**src/rtl/ntt_bf_sched.sv**
```systemverilog
// ntt_bf_sched: butterfly scheduler for one in-place NTT/INTT transform.
// It issues one read pair and one twiddle index per cycle, then drains the
// butterfly pipeline before each following stage. Write-back addresses are
// the issued reads delayed by BF_LAT cycles.
module ntt_bf_sched #(
    parameter bit          isNTT  = 1'b1,
    parameter int unsigned LOG_N  = 8,
    parameter int unsigned BF_LAT = 4
) (
    input  logic                       clk,
    input  logic                       rst_n,
    input  logic                       start,
    output logic                       busy,
    output logic                       done,
    output logic                       rd_en,
    output logic [LOG_N-1:0]           rd_addr0,
    output logic [LOG_N-1:0]           rd_addr1,
    output logic [LOG_N-1:0]           tw_idx,
    output logic                       wr_en,
    output logic [LOG_N-1:0]           wr_addr0,
    output logic [LOG_N-1:0]           wr_addr1,
    output logic [$clog2(LOG_N)-1:0]   stage
);

    localparam int unsigned AW   = LOG_N;
    localparam int unsigned N    = 1 << LOG_N;
    localparam int unsigned HALF = N / 2;
    localparam int unsigned JW   = (AW > 1) ? AW - 1 : 1;
    localparam int unsigned SW   = (LOG_N > 1) ? $clog2(LOG_N) : 1;
    localparam int unsigned DW   = (BF_LAT > 1) ? $clog2(BF_LAT) : 1;

    typedef enum logic [1:0] {IDLE, RUN, DRAIN} state_t;

    state_t          state_q, state_d;
    logic [SW-1:0]   s_q, s_d;
    logic [JW-1:0]   j_q, j_d;
    logic [DW-1:0]   d_q, d_d;
    logic            done_d;

    logic [SW-1:0]   lg;
    logic [AW-1:0]   jw, len, grp, kk, a0, a1, tw;
    logic [AW:0]     nsh;

    logic            vld_q [BF_LAT];
    logic [AW-1:0]   wa0_q [BF_LAT];
    logic [AW-1:0]   wa1_q [BF_LAT];

    // Next-state logic: stage/butterfly/drain counters and the done pulse.
    always_comb begin
        state_d = state_q;
        s_d     = s_q;
        j_d     = j_q;
        d_d     = d_q;
        done_d  = 1'b0;
        case (state_q)
            IDLE: begin
                if (start) begin
                    state_d = RUN;
                    s_d     = '0;
                    j_d     = '0;
                end
            end
            RUN: begin
                if (j_q == JW'(HALF - 1)) begin
                    j_d     = '0;
                    d_d     = '0;
                    state_d = DRAIN;
                end else begin
                    j_d = j_q + JW'(1);
                end
            end
            DRAIN: begin
                if (d_q == DW'(BF_LAT - 1)) begin
                    if (s_q == SW'(LOG_N - 1)) begin
                        state_d = IDLE;
                        s_d     = '0;
                        done_d  = 1'b1;
                    end else begin
                        state_d = RUN;
                        s_d     = s_q + SW'(1);
                    end
                end else begin
                    d_d = d_q + DW'(1);
                end
            end
            default: state_d = IDLE;
        endcase
    end

    // Address/twiddle for the butterfly about to be issued (shift and mask only).
    always_comb begin
        lg  = isNTT ? (SW'(LOG_N - 1) - s_d) : s_d;
        jw  = AW'(j_d);
        len = AW'(1) << lg;
        grp = jw >> lg;
        kk  = jw & (len - AW'(1));
        a0  = ((grp << lg) << 1) | kk;
        a1  = a0 + len;
        nsh = (AW + 1)'(N) >> s_d;
        if (isNTT) begin
            tw = (AW'(1) << s_d) + grp;
        end else begin
            tw = AW'(nsh - (AW + 1)'(1)) - grp;
        end
    end

    // State, counters and registered read-side outputs.
    always_ff @(posedge clk or negedge rst_n) begin
        if (!rst_n) begin
            state_q  <= IDLE;
            s_q      <= '0;
            j_q      <= '0;
            d_q      <= '0;
            busy     <= 1'b0;
            done     <= 1'b0;
            rd_en    <= 1'b0;
            rd_addr0 <= '0;
            rd_addr1 <= '0;
            tw_idx   <= '0;
        end else begin
            state_q  <= state_d;
            s_q      <= s_d;
            j_q      <= j_d;
            d_q      <= d_d;
            busy     <= (state_d != IDLE);
            done     <= done_d;
            rd_en    <= (state_d == RUN);
            rd_addr0 <= (state_d == RUN) ? a0 : '0;
            rd_addr1 <= (state_d == RUN) ? a1 : '0;
            tw_idx   <= (state_d == RUN) ? tw : '0;
        end
    end

    assign stage = s_q;

    // Write-back delay line: reads reappear as writes BF_LAT cycles later.
    always_ff @(posedge clk or negedge rst_n) begin
        if (!rst_n) begin
            for (int unsigned i = 0; i < BF_LAT; i++) begin
                vld_q[i] <= 1'b0;
                wa0_q[i] <= '0;
                wa1_q[i] <= '0;
            end
        end else begin
            vld_q[0] <= rd_en;
            wa0_q[0] <= rd_addr0;
            wa1_q[0] <= rd_addr1;
            for (int unsigned i = 1; i < BF_LAT; i++) begin
                vld_q[i] <= vld_q[i-1];
                wa0_q[i] <= wa0_q[i-1];
                wa1_q[i] <= wa1_q[i-1];
            end
        end
    end

    assign wr_en    = vld_q[BF_LAT-1];
    assign wr_addr0 = wa0_q[BF_LAT-1];
    assign wr_addr1 = wa1_q[BF_LAT-1];

endmodule
```
**config.mk**
```make
export PLATFORM = sky130hd
export DESIGN_NAME = ntt_bf_sched
export DESIGN_NICKNAME = d
export VERILOG_FILES = /design/src/rtl/ntt_bf_sched.sv
export SDC_FILE = /design/constraint.sdc
export NUM_CORES = 1
export LEC_CHECK = 0
export CORE_MARGIN = 8
export CORE_UTILIZATION = 35
export DETAILED_ROUTE_END_ITERATION = 10
export PLACE_DENSITY = 0.56
export SKIP_CTS_REPAIR_TIMING = 1
export SLEW_MARGIN = 20
export SYNTH_ARGS = -nofsm -noshare
export SYNTH_HDL_FRONTEND = slang
export SYNTH_SLANG_ARGS = --single-unit
```
**constraint.sdc**
```tcl
create_clock -name clk -period 6.25 [get_ports clk]
set_input_delay 1.25 -clock clk [delete_from_list [all_inputs] [get_ports clk]]
set_output_delay 1.25 -clock clk [all_outputs]
set_load 0.005 [all_outputs]
```
==> impl_metrics.csv, run 1 <==
group,metric,value,unit
power_and_ir_drop,pwr-share-comb,1.4,%
logic_synthesis,synth_xor_area_share,1.44,%
logic_synthesis,synthCells,342,
worst_setup_path,r2r-start,"stage[0]",
route,vias,2571,
logic_synthesis,synth_compound_area_share,12.2,%
floorplanning,initial_core_util,35.7,%
cts,cts_tree,"built",
logic_synthesis,synth_cell_type_count,55,
route,firstDrtPassIters,4,
timing,clock_skew,0.0110,ns
worst_setup_path,required,6.51,ns
route,drc,0,
floorplanning,die_area,16000,sq um
floorplanning,chipHeight,126,um
power_and_ir_drop,powerDensity,256,nW/um^2
global_route,grt_max_degree,64,
timing,tns,0,ns
logic_synthesis,synth_edf_count,0,
logic_synthesis,synthArstFlopShare,100,%
timing,grt_setup_unrepaired,"false",
worst_setup_path,critical_path_class,"primary input to flip-flop",
floorplanning,num_rows,40,
timing,finalCriticalPeriod,4.52,ns
status,status,"complete, no violations",
power_and_ir_drop,switching_share,23.4,%
route,drt_iter0_drc,262,
route,ant_nets,0,
power_and_ir_drop,ir_drop,0.121,mV
logic_synthesis,synthAdderAreaFrac,4.87,%
worst_setup_path,r2r_slack,2.12,ns
logic_synthesis,yosys_warnings,0,
logic_synthesis,synth-simple-area-share,11.1,%
cts,htreeDepth,3,
timing,hold_ws,0.346,ns
cts,cts_buffer_depth,2,
timing,slew_headroom,50.6,%
placement,hpwl,5.62,mm
worst_setup_path,path_buf_inv,2,
power_and_ir_drop,leakage,2.26,nW
worst_setup_path,crit_fanout,14,
global_route,grt_pass1_vias,2713,
final_layout,nFillCells,1128,
power_and_ir_drop,p_int,1.00,mW
worst_setup_path,cp_cell_sequence,"clkdlybuf4s50_1, o21bai_2, and2_1, nor2_2, inv_1, a22oi_1, and2_1, o32ai_1, ha_1, a21o_1, a21oi_1, nor2_1, a21oi_1, mux2i_1",
worst_setup_path,crit_end,"tw_idx[7]",
placement,gp_congestion,0.868,
worst_setup_path,crit_cells,14,
logic_synthesis,synth_top_family_by_area,"compound AO/OA/AOI/OAI gates",
timing,setup_viol,0,
worst_setup_path,critPathMaxStageDelay,0.45,ns
logic_synthesis,synth_ff_type,"dfrtp_1",
route,wl_per_cell,15.3,um
cts,clock_latency,0.35,ns
timing,final_max_slew_viol_count,0,
worst_hold_path,hold_class,"flip-flop to flip-flop",
job,cap_violations,0,
cts,cts_buffers,9,
worst_setup_path,critPathLaunchType,"primary input",
global_route,grt_use_total,10.7,%
logic_synthesis,muxShareOfSynthArea,1.47,%
route,drt-vias-per-instance,4.83,
worst_setup_path,worstSetupStartpoint,"start",
worst_setup_path,cp_slowest_cell,"clkdlybuf4s50_1",
final_layout,synthToLayoutAreaGrowth,19.9,%
route,wl,8.13,mm
floorplanning,die_w,126,um
global_route,antenna_found_initial,0,
global_route,grt_pass1_wl,13.7,mm
timing,fin_crit_sh,72.4,%
final_layout,diodes,0,
timing,worst_slew_pin_slew,0.740,ns
logic_synthesis,syn-num-nets,361,
floorplanning,coreArea,12000,sq um
timing,hold_violations,0,
global_route,overflow,0,
logic_synthesis,synthesis.area,4270,sq um
worst_setup_path,reg2reg_depth,15,
power_and_ir_drop,p_clk_share,44.5,%
final_layout,finalNetCount,399,
placement,numPortBuffers,49,
logic_synthesis,syn_area_per_cell,12.5,sq um
logic_synthesis,synth_seq_cells,109,
cts,clockRootBuffer,"clkbuf_16",
timing,max_freq,0.221,GHz
power_and_ir_drop,p_sw,306,uW
final_layout,drive_gt1_share,8.57,%
cts,clkSinkCount,109,
worst_setup_path,rr_endpoint,"tw_idx[7]",
worst_setup_path,cp-end-kind,"flip-flop",
logic_synthesis,ys_seq_area_share,63.9,%
floorplanning,ios,50,
worst_setup_path,critical_path.top_delay_family,"compound AO/OA/AOI/OAI gates",
power_and_ir_drop,seq_power_share,54.0,%
cts,clk_pin_slew_worst_paths,0.08,ns
worst_setup_path,arrival,4.78,ns
-- Yosys cell counts, drive strengths merged (3+ instances only) --
master / n / area, sq um
xnor2: 6 / 52.6
and2: 12 / 75.1
o22ai: 3 / 18.8
nand2: 16 / 60.1
buf: 18 / 130
a221oi: 3 / 67.6
inv: 15 / 58.8
mux2i: 4 / 40.0
nor3: 6 / 30.0
a21o: 5 / 37.5
a211oi: 3 / 27.5
ha: 15 / 188
o21bai: 3 / 30.0
nand3: 7 / 35.0
a21oi: 21 / 105
a22oi: 5 / 42.5
o21ai: 12 / 60.1
nor2b: 3 / 18.8
o32ai: 3 / 26.3
dfrtp: 109 / 2730
nor2: 37 / 141
clkbuf: 6 / 22.5
-- worst min-delay path by stage --
| stage | end | slack, ns | cells past startpoint | from |
|---|---|---|---|---|
| after detailed placement | wa0_q[11] | 0.33 | 0 | wa0_q[19] |
| after global routing | wr_addr0[6] | 0.36 | 0 | wa0_q[14] |
| after floorplan | vld_q[1] | 0.33 | 0 | vld_q[2] |
| after CTS | wa0_q[18] | 0.35 | 0 | wa0_q[26] |
| final | wa0_q[18] | 0.35 | 0 | wa0_q[26] |
| after global placement | wa0_q[19] | 0.33 | 0 | wa0_q[27] |
-- metal layers --
layer | GRT usage (%) | vias to the layer above | share of wire [%]
met3 | 3.18 | 10 | 5.6
met1 | 13.1 | 1260 | 46
li1 | - | 1232 | -
met4 | 3.61 | 0 | 1.1
met5 | 0 | - | 0
met2 | 17.6 | 69 | 48
-- final cells by class --
class	count	area (sq um)	share of cell area, %
Sequential cell	109	2730	53.3
Tap cell	147	184	3.60
Multi-Input combinational cell	194	1330	25.9
Clock buffer	9	225	4.40
Clock inverter	7	91.3	1.79
Inverter	15	58.8	1.15
Timing Repair Buffer	51	503	9.83
-- placed cells by master, fill, tap and decap left out, drive strengths merged, types with 2 or more instances in the layout --
master and count:
o32ai 3, nand3 7, and2 12, nor2b 3, clkbuf 9, a221oi 3, and3b 2, o22ai 3
inv 20, a22o 2, clkinv 2, nand2 16, clkdlybuf4s50 48, a21oi 21, a211oi 3, mux2 2
nand2b 2, o21a 2, nor2 37, o21bai 3, a21o 5, ha 15, dfrtp 109, mux2i 4
or3 2, buf 3, o21ai 12, a22oi 5, o211a 2, nor3 6, xnor2 6
-- sequential cells by signal (all words and copies together), names as in the netlist, 7 cells and up --
| register | cells |
|---|---|
| j_q | 7 |
| tw_idx | 8 |
| rd_addr0 | 8 |
| rd_addr1 | 8 |
| wr_addr0 | 8 |
| wr_addr1 | 8 |
| wa0_q | 24 |
| wa1_q | 24 |
-- logic make-up after synthesis --
family | count (synthesis)
xor gates and xnor gates | 7
muxes | 6
adders and majority gates | 16
other | 1
and+or+nand+nor | 94
AOI/OAI and AO/OA | 70
DFF | 109
buffers and inverters | 39
-- power groups by stage --
stage               clock [mW]  sequential, mW  combinational, mW
floorplan                    0           0.722            0.00209
global route             0.627           0.708             0.0225
global placement             0           0.722             0.0195
detailed placement           0           0.722             0.0199
CTS                      0.607           0.708             0.0200
finish                   0.584           0.708             0.0187
-- through the flow --
stage | util, % | setup WS, ns | total power [mW] | area, sq um | std cells
after detailed placement | 40.1 | 1.41 | 0.742 | 4800 | 516
after CTS | 42.8 | 1.76 | 1.33 | 5120 | 532
after global routing | 42.8 | 1.49 | 1.36 | 5120 | 532
after floorplan | - | 2.23 | 0.724 | 4270 | 342
final | 42.8 | 1.73 | 1.31 | 5120 | 532
after global placement | 40.1 | 1.53 | 0.742 | 4800 | 516
(Power assumes the default switching activity.)
==> run 2, diff against run 1 <==
==> constraint.sdc (replaced) <==
create_clock -name clk -period 4.5 [get_ports clk]
set_input_delay 0.9 -clock clk [delete_from_list [all_inputs] [get_ports clk]]
set_output_delay 0.9 -clock clk [all_outputs]
set_load 0.005 [all_outputs]
==> run 2 against run 1 <==
  * Register-to-register slack lost 1.7 ns
  * Routed wire length shrank 2.0%
  * Non-clock buffer count grew 6
  * Die area is the same
==> impl_metrics.csv, run 2 (same netlist as run 1, synthesis figures left out) <==
group,metric,value,unit
status,status,"complete, no violations",
timing,clock_skew,0.0102,ns
floorplanning,chipHeight,126,um
timing,finalCriticalPeriod,4.07,ns
timing,worst_slew_pin_slew,0.837,ns
cts,cts_buffers,9,
global_route,overflow,0,
route,wl_per_cell,14.8,um
final_layout,drive_gt1_share,9.97,%
worst_setup_path,arrival,4.33,ns
route,ant_nets,0,
route,vias,2578,
placement,gp_congestion,0.845,
placement,placed_cell_area,4840,sq um
power_and_ir_drop,powerDensity,349,nW/um^2
cts,htreeDepth,3,
final_layout,final_common_cell,"dfrtp_1",
cts,clock_latency,0.34,ns
route,drt_iter0_drc,236,
timing,grt_setup_unrepaired,"false",
route,drt-vias-per-instance,4.79,
final_layout,multi_input_area,1330,sq um
worst_setup_path,worstSetupStartpoint,"start",
timing,slew_headroom,44.2,%
final_layout,reg_top3,"wa0_q (24), wa1_q (24)",
floorplanning,die_area,16000,sq um
floorplanning,coreArea,12000,sq um
power_and_ir_drop,ir_drop,0.147,mV
worst_hold_path,hold_class,"flip-flop to flip-flop",
final_layout,final_cell_mix,"dfrtp_1, clkdlybuf4s50_1, nor2_1",
global_route,grt_max_degree,71,
floorplanning,num_rows,40,
worst_setup_path,cp-end-kind,"flip-flop",
timing,setup_viol,0,
placement,hpwl,5.59,mm
timing,max_freq,0.246,GHz
power_and_ir_drop,leakage,2.29,nW
global_route,grt_pass1_vias,2684,
worst_setup_path,critical_path_class,"primary input to flip-flop",
global_route,grt_use_total,10.6,%
final_layout,final_area,5160,sq um
floorplanning,initial_core_util,35.7,%
worst_setup_path,critPathLaunchType,"primary input",
cts,cts_tree,"built",
cts,clkSinkCount,109,
timing,tns,0,ns
final_layout,synthToLayoutAreaGrowth,20.9,%
timing,fin_crit_sh,90.4,%
job,cap_violations,0,
timing,final_max_slew_viol_count,0,
global_route,antenna_found_initial,0,
global_route,grt_pass1_wl,13.7,mm
floorplanning,die_w,126,um
route,wl,7.97,mm
final_layout,nFillCells,1129,
route,firstDrtPassIters,4,
worst_setup_path,crit_fanout,14,
cts,clockRootBuffer,"clkbuf_16",
worst_hold_path,min_from,"wa0_q[26]",
route,drc,0,
timing,hold_violations,0,
placement,numPortBuffers,49,
final_layout,regArea,2730,sq um
cts,cts_buffer_depth,2,
cts,clk_pin_slew_worst_paths,0.08,ns
floorplanning,ios,50,
worst_setup_path,required,4.76,ns
final_layout,diodes,0,
worst_setup_path,r2r-start,"stage[0]",
final_layout,finalNetCount,405,
-- run 2: cell count changes in the layout (fill, tap and decap cells not counted), sizes merged --
cell    delta
inv        -2
clkinv     +2
buf        +6
-- run 2: layout make-up --
type | count | area share, %
clock buffers | 9 | 4.37
inverters | 15 | 1.14
multi-input cells | 194 | 25.7
clock inverters | 7 | 1.67
repair buffers | 57 | 10.6
flip-flops and latches | 109 | 52.9
well taps | 147 | 3.57
-- run 2: metal layers --
layer | wire, um | up-vias | track usage, %
met5 | 0 | - | 0
met4 | 110 | 0 | 3.82
met3 | 511 | 12 | 3.56
met2 | 3710 | 66 | 16.6
met1 | 3630 | 1249 | 13.4
li1 | - | 1251 | -
-- run 2: path summary, 6_finish.rpt --
path | slack [ns] | cells past startpoint | end
hold / removal | 0.35 | 0 | wa0_q[18]
min in group asynchronous | 0.67 | 1 | wr_addr1[0]
hold reg to reg | 0.35 | 0 | wa0_q[18]
max in group asynchronous | 3.02 | 2 | wr_addr1[7]
setup / recovery | 0.43 | 14 | tw_idx[5]
setup reg to reg | 0.44 | 15 | tw_idx[5]
-- run 2: metrics by stage --
stage / cells / hold slack, ns / util (%) / total power, mW / setup slack (ns)
finish: 538 / 0.346 / 43.1 / 1.80 / 0.432
global route: 538 / 0.353 / 43.1 / 1.87 / 0.111
CTS: 538 / 0.346 / 43.1 / 1.83 / 0.438
detailed placement: 522 / 0.335 / 40.5 / 1.03 / 0.107
global placement: 522 / 0.331 / 40.5 / 1.03 / 0.208
floorplan: 342 / 0.331 / - / 1.01 / 0.833
-- run 2: critical path, cell delays in order --
cell	delay [ns]
clkdlybuf4s50_1	0.45
o21bai_2	0.29
and2_1	0.26
nor2_2	0.05
inv_1	0.28
a22oi_1	0.20
and2_1	0.19
o32ai_1	0.46
ha_1	0.31
a21o_1	0.17
a21oi_1	0.25
inv_1	0.07
a31oi_1	0.21
mux2i_1	0.23
-- run 2: power breakdown --
group	switching, mW	internal [mW]	total (mW)	leakage (nW)
logic	0.0203	0.00631	0.0266	0.893
clock network	0.390	0.401	0.791	0.151
registers	0.00129	0.982	0.983	1.24
total	0.412	1.39	1.80	2.29
